<file path="src/rtl/maple_pattern_gen.sv">
// maple_pattern_gen
//   Maple bus framing-pattern generator. On an accepted request it drives
//   SDCKA/SDCKB through either the start-of-frame pattern (mode=0) or the
//   end-of-frame pattern (mode=1), then pulses done for one cycle.
//
// Ports
//   clk    : clock, all state updates on the rising edge
//   reset  : asynchronous, active-low reset
//   start  : request strobe, only honoured in IDLE
//   mode   : pattern select, latched when start is accepted
//   abort  : synchronous cancel back to IDLE, suppresses done
//   busy   : high whenever the generator is not IDLE
//   done   : one-cycle pulse after the pattern completes
//   oe     : high while this block owns the bus lines (LEAD..TRAIL)
//   sdcka  : bus line A, idle high
//   sdckb  : bus line B, idle high
module maple_pattern_gen #(
   parameter int TICKS        = 4,
   parameter int START_PULSES = 4,
   parameter int END_PULSES   = 2
) (
   input  logic clk,
   input  logic reset,
   input  logic start,
   input  logic mode,
   input  logic abort,
   output logic busy,
   output logic done,
   output logic oe,
   output logic sdcka,
   output logic sdckb
);

   // A 1-bit tick counter is still needed when TICKS == 1.
   localparam int TW   = (TICKS > 1) ? $clog2(TICKS) : 1;
   localparam int MAXP = (START_PULSES > END_PULSES) ? START_PULSES : END_PULSES;
   localparam int PW   = (MAXP > 0) ? $clog2(MAXP + 1) : 1;

   typedef enum logic [2:0] {
      IDLE,
      LEAD,
      PULSE_LO,
      PULSE_HI,
      TRAIL,
      DONE
   } state_t;

   state_t          state, state_nx;
   logic            mode_q, mode_nx;
   logic [TW-1:0]   tick;
   logic [PW-1:0]   npulse, npulse_nx;
   logic            phase_end;
   logic            last_pulse;

   // Line levels for a given state and pattern. The "released" level of
   // the active line is 1 and the other line is held low, except in
   // PULSE_LO where both are low.
   function automatic logic [1:0] lines_for(input state_t s, input logic m);
      case (s)
         LEAD, PULSE_HI, TRAIL: lines_for = m ? 2'b10 : 2'b01;
         PULSE_LO:              lines_for = 2'b00;
         default:               lines_for = 2'b11;
      endcase
   endfunction

   assign phase_end  = (tick == TW'(TICKS - 1));
   // npulse counts completed PULSE_HI phases; the current one is the last
   // when it would bring the count up to the selected pulse total.
   assign last_pulse = ((int'(npulse) + 1) >= (mode_q ? END_PULSES : START_PULSES));

   always_comb begin
      state_nx  = state;
      mode_nx   = mode_q;
      npulse_nx = npulse;
      if (abort) begin
         state_nx = IDLE;
      end else begin
         case (state)
            IDLE: begin
               if (start) begin
                  state_nx  = LEAD;
                  mode_nx   = mode;
                  npulse_nx = '0;
               end
            end
            LEAD:     if (phase_end) state_nx = PULSE_LO;
            PULSE_LO: if (phase_end) state_nx = PULSE_HI;
            PULSE_HI: begin
               if (phase_end) begin
                  if (last_pulse) begin
                     state_nx = TRAIL;
                  end else begin
                     state_nx  = PULSE_LO;
                     npulse_nx = npulse + 1'b1;
                  end
               end
            end
            TRAIL:    if (phase_end) state_nx = DONE;
            DONE:     state_nx = IDLE;
            default:  state_nx = IDLE;
         endcase
      end
   end

   // Outputs are decoded from the next state so they switch on the same
   // edge as the state register.
   always_ff @(posedge clk or negedge reset) begin
      if (!reset) begin
         state  <= IDLE;
         mode_q <= 1'b0;
         npulse <= '0;
         tick   <= '0;
         sdcka  <= 1'b1;
         sdckb  <= 1'b1;
         oe     <= 1'b0;
         busy   <= 1'b0;
         done   <= 1'b0;
      end else begin
         state  <= state_nx;
         mode_q <= mode_nx;
         npulse <= npulse_nx;
         if ((state_nx != state) || (state == IDLE)) begin
            tick <= '0;
         end else begin
            tick <= tick + 1'b1;
         end
         {sdcka, sdckb} <= lines_for(state_nx, mode_nx);
         oe   <= (state_nx == LEAD) || (state_nx == PULSE_LO) ||
                 (state_nx == PULSE_HI) || (state_nx == TRAIL);
         busy <= (state_nx != IDLE);
         done <= (state_nx == DONE);
      end
   end

endmodule

</file>
<file path="config.mk">
export PLATFORM = sky130hd
export DESIGN_NAME = maple_pattern_gen
export DESIGN_NICKNAME = d
export VERILOG_FILES = /design/src/rtl/maple_pattern_gen.sv
export SDC_FILE = /design/constraint.sdc
export NUM_CORES = 1
export LEC_CHECK = 0
export BUFFER_PORTS_ARGS = -buffer_cell sky130_fd_sc_hd__buf_4
export CORE_MARGIN = 2
export CORE_UTILIZATION = 45
export DETAILED_ROUTE_END_ITERATION = 6
export GPL_TIMING_DRIVEN = 0
export PLACE_DENSITY = 0.7
export SETUP_SLACK_MARGIN = 0.5
export SYNTH_ARGS = -nofsm -noshare
export SYNTH_HDL_FRONTEND = slang
export SYNTH_SLANG_ARGS = --single-unit
</file>
<file path="constraint.sdc">
create_clock -name clk -period 2.8 [get_ports clk]
set_input_delay 0.14 -clock clk [delete_from_list [all_inputs] [get_ports clk]]
set_output_delay 0.14 -clock clk [all_outputs]
set_load 0.03 [all_outputs]
</file>
-- Word-level counts from Yosys, hierarchy flattened
Index checks and enable logic that the tools add are counted.
- register bits: 14
- latch bits: 0
- RAM bits: 0
- memory bits (read-only): 0
- input bits: 5
- output and inout bits: 5
- memories kept: 0
- $add $sub $neg: 3
- multipliers: 0
- divide/modulo/power cells: 0
- $lt $le $gt $ge: 1
- eq/ne operators: 14
- shifts and indexed selects: 0
- muxes and demuxes: 19
- bitwise logic cells: 1
- reductions and logical operators: 9
- operators by type and width (kind ; number):
    $mux 3 ; 11
    $pmux 3 s5 ; 1
    $eq 3x2->1 const B ; 4
    $eq 3x3->1 const B ; 3
    $eq 3x1->1 const B ; 2
    $ne 2x2->1 const B ; 3
    $pmux 3 s2 ; 1
    $reduce_and 5->1 ; 1
    $add 3x1->4 const B ; 1
    $ge 4x3->1 ; 1
    $logic_or 1x1->1 ; 4
    $mux 2 ; 2
    $pmux 2 s2 ; 1
    $add 3x1->3 const B ; 1
    $logic_not 3->1 ; 1
    $mux 1 ; 3
    $ne 3x3->1 ; 1
    $reduce_bool 3->1 ; 1
    $reduce_or 3->1 ; 1
    $add 2x1->2 const B ; 1
    $eq 2x2->1 const B ; 1
    $reduce_bool 2->1 ; 1
    $not 1->1 ; 1

-- Depth between registers and ports, before layout
- depth in word-level cells: 10
- mapped depth: 8
- depth with buffers taken out: 8

-- Worst setup path after synthesis
Ideal clock, no wire load.
- kind: reg2reg
- start point: register npulse[0]
- end point: register oe
- setup time: 0.124 ns
- data arrival time: 2.212 ns
- slack: 0.464 ns
- cell stages (with the launch flop): 9
- buffers on the path: 0
- cells stage by stage: dfrtp_1 > ha_1 > xor2_1 > ha_1 > a22o_1 > a221oi_4 > o31ai_2 > mux2_4 > or2_1
- word-level cells in the longest chain between the ends: 10
- RTL lines (element ; line ; source):
    start: declaration ; 51 ; logic [PW-1:0] npulse, npulse_nx;
    start signal: assignment ; 121 ; npulse <= npulse_nx;
    $add 3x1->4 (*) ; 69 ; assign last_pulse = ((int'(npulse) + 1) >= (mode_q ? END_PULSES : START_PULSES));
    $ge 4x3->1 (*) ; 69 ;
    $mux 3 (*) ; 90 ; if (last_pulse) begin
    $mux 3 (*) ; 89 ; if (phase_end) begin
    $pmux 3 s5 (*) ; 78 ; case (state)
    $mux 3 (*) ; 75 ; if (abort) begin
    $eq 3x1->1 or $eq 3x2->1 (tied branches) ; 128 ; oe <= (state_nx == LEAD) || (state_nx == PULSE_LO) ||
    $logic_or 1x1->1 (2 in series) ; 128 ;
    $logic_or 1x1->1 (*) ; 129 ; (state_nx == PULSE_HI) || (state_nx == TRAIL);
    end signal: assignment ; 128 ;
    end: declaration ; 29 ; output logic oe,
Every way passes the cells marked *; elsewhere a longest branch is shown, timed or not.
A chain may end at the register's enable or synchronous reset.

-- Worst setup path in the final report
Ends and elaborated chain as after synthesis.

==> impl_metrics.yaml <==
outcome:
  status: "completed"
synth:
  ys_seq_elements: 14
  netlist_area_sq_um: 781
  synthCells: 76
  yosysSeqAreaShare_pct: 45.2
  synth_area_leader_cell: "dfrtp_1"
  ys.warnings.count: 0
  async_flop_share_pct: 100
  synth_cell_types: 29
  syn_area_per_cell_sq_um: 10.3
  syn-num-nets: 85
  synth-main-ff-cell: "dfrtp_1"
  synthTopCellsByArea: "dfrtp_1 (38%), dfstp_2 (6.7%), ha_1 (6.4%)"
  yosys.area.top_type_share_pct: 38.5
  synth_edf_count: 0
clocking:
  clock_path_buffers: 2
  clk-insertion-delay-late_ns: 0.28
  cts_tree: "built"
  numClockSinks: 14
  numCtsBuffers: 3
  clk_pin_slew_worst_paths_ns: 0.08
  cts-htree-levels: 1
  cts_root_buffer: "clkbuf_4"
worst_setup_path:
  crit_start: "npulse[0]"
  worstReg2RegStart: "npulse[0]"
  crit_required_ns: 2.97
  r2r_cells: 8
  end_kind: "register"
  critical-path-slowest-cell: "dfrtp_1"
  slowest_delay_ns: 0.42
  critPathMaxFanout: 5
  critical_path.startpoint_type: "register"
  cp.arrival_ns: 2.50
  rrSetupSlack_ns: 0.47
  crit_type: "register to register"
  path_cells: "ha_4, xor2_1, ha_1, a22o_1, a221oi_4, o31ai_2, mux2_4, or2_1"
flow_run:
  max-cap-violations: 0
power_and_ir_drop:
  p_clk_share_pct: 26.2
  power_frac_comb_pct: 22.3
  power_switching_share_pct: 28.5
  p_sw_mw: 0.123
  power_density_mw_per_mm2: 453
  seq_power_share_pct: 51.6
  vdd_drop_max_uv: 257
  leakagePower_nw: 0.412
  p_int_mw: 0.310
  power_mw: 0.433
timing:
  setup_viol: 0
  worst_pin_slew_ns: 0.450
  relSlewSlack_pct: 70.0
  fin_skew_ns: 0.00519
  grt_setup_unrepaired: "yes"
  fin_crit_sh_pct: 83.1
  finalSetupTns_ns: 0
  layout_min_cycle_time_ns: 2.33
  drv_slew: 0
  final_hold_viol_count: 0
  max_freq_mhz: 430
route:
  wl_per_cell_um: 14.7
  vias: 649
  first_pass_iters: 4
  drtIter0Drc: 16
  vias_per_cell: 5.95
  wl_um: 1600
  ant_nets: 0
  route.detailed.drc: 0
hold_path:
  hold_depth: 2
  hp-class: "primary input to register"
  worstHoldStart: "mode"
layout:
  fillers: 140
  final_net_count: 103
  area_growth_syn_to_layout_pct: 22.4
  drive_gt1_share_pct: 29.3
  diodes: 0
floorplanning:
  core-area_sq_mm: 0.00167
  fp.dieW_um: 45.7
  dieHeight_um: 45.7
  die-area_sq_mm: 0.00208
  core.rowCount: 15
  start_util_pct: 46.7
  top_level_ports: 10
grt:
  grt_max_degree: 15
  grt_pass1_vias: 612
  antenna_found_initial: 0
  overflow: 0
  grt_pass1_wl_um: 2590
  grt_use_total_pct: 18.0
placed_design:
  dp_hpwl_um: 1110
  io_buffers: 9
  gp_congestion: 0.850
-- synthesized netlist by cell type, drive strengths merged (4+ instances only) --
library cell	n
a21oi	6
a31oi	4
dfrtp	12
ha	4
inv	6
nand2	4
nand3	4
nor2	4
nor4	4
-- layer usage --
| layer | vias up | GRT usage (%) | wire length (um) |
|---|---|---|---|
| li1 | 318 | - | - |
| met1 | 301 | 22.6 | 708 |
| met2 | 24 | 26.8 | 765 |
| met3 | 6 | 4.76 | 69 |
| met4 | 0 | 12.4 | 56 |
| met5 | - | 0 | 0 |
-- worst max-delay path: cells and delay by family, from the launching register on --
kind	cells	cell delay [ns]
simple gates	1	0.20
mux	1	0.31
flops	1	0.42
fa+ha+maj	2	0.47
xor+xnor	1	0.15
compound gates	3	0.66
-- layout by cell type, fill, tap and decap left out, drive strengths merged, types with 2 or more instances in the layout --
cell / Yosys / layout
nand3: 4 / 4
nor4b: 3 / 3
a21oi: 6 / 6
dfrtp: 12 / 12
clkbuf: 3 / 6
nor3: 3 / 3
nor2: 4 / 4
a22o: 2 / 2
mux2: 3 / 3
nand2: 4 / 4
a31oi: 4 / 4
buf: 0 / 12
ha: 4 / 4
inv: 6 / 6
dfstp: 2 / 2
nor4: 4 / 4
-- cell families (layout without fill, tap and decap cells) --
kind of cell	after synthesis	after routing	synth area share, %
simple gates	27	27	19.9
mux	3	3	4.81
fa+ha+maj	4	4	6.41
buf+inv	9	25	4.33
flops	14	14	45.2
xor+xnor	2	2	2.24
compound gates	17	17	17.1
-- timing repair --
item,4_1_cts,5_1_grt
buffers inserted,3,0
hold endpoints to repair,14,0
hold buffers,1,0
endpoints found under the setup margin,5,5
resized for setup,0,3
pin swaps,4,4
-- registers in the layout (all words and copies together) (netlist names) --
name    flops
oe          1
tick        2
done        1
npulse      3
sdckb       1
state       3
mode_q      1
busy        1
sdcka       1
-- worst paths after layout --
| check | end |
|---|---|
| worst max-delay path | oe |
| worst min-delay path | mode_q |
| worst max register to register | oe |
| worst min register to register | tick[0] |
| max in group asynchronous | sdckb |
| min in group asynchronous | mode_q |
-- through the flow --
step                utilization (%)  worst slack [ns]  instances  area [sq um]  hold WS [ns]
floorplan                         -             0.493         76           783        -0.156
global placement               52.2             0.414        102           872      -0.00177
detailed placement             52.2             0.378        102           872      0.000793
CTS                            55.5             0.487        109           927         0.136
global route                   57.2             0.368        109           956         0.137
finish                         57.2             0.472        109           956         0.132
-- final cells by class --
type                            instances  area (sq um)  share of cell area [%]
Inverter                                6          22.5                    2.36
Clock buffer                            3          22.5                    2.36
Buffer                                  3          11.3                    1.18
Timing Repair Buffer                   13           100                    10.5
Sequential cell                        14           353                    36.9
Multi-Input combinational cell         53           425                    44.5
Tap cell                               17          21.3                    2.23
-- power groups by stage --
| stage | registers, mW | logic, mW | clock network, mW |
|---|---|---|---|
| after floorplan | 0.236 | 0.0523 | 0 |
| after global placement | 0.225 | 0.0861 | 0 |
| after detailed placement | 0.226 | 0.0901 | 0 |
| after CTS | 0.222 | 0.0955 | 0.117 |
| after global routing | 0.225 | 0.107 | 0.125 |
| final | 0.224 | 0.0965 | 0.113 |
No activity file was read; power rests on OpenSTA's default activity.
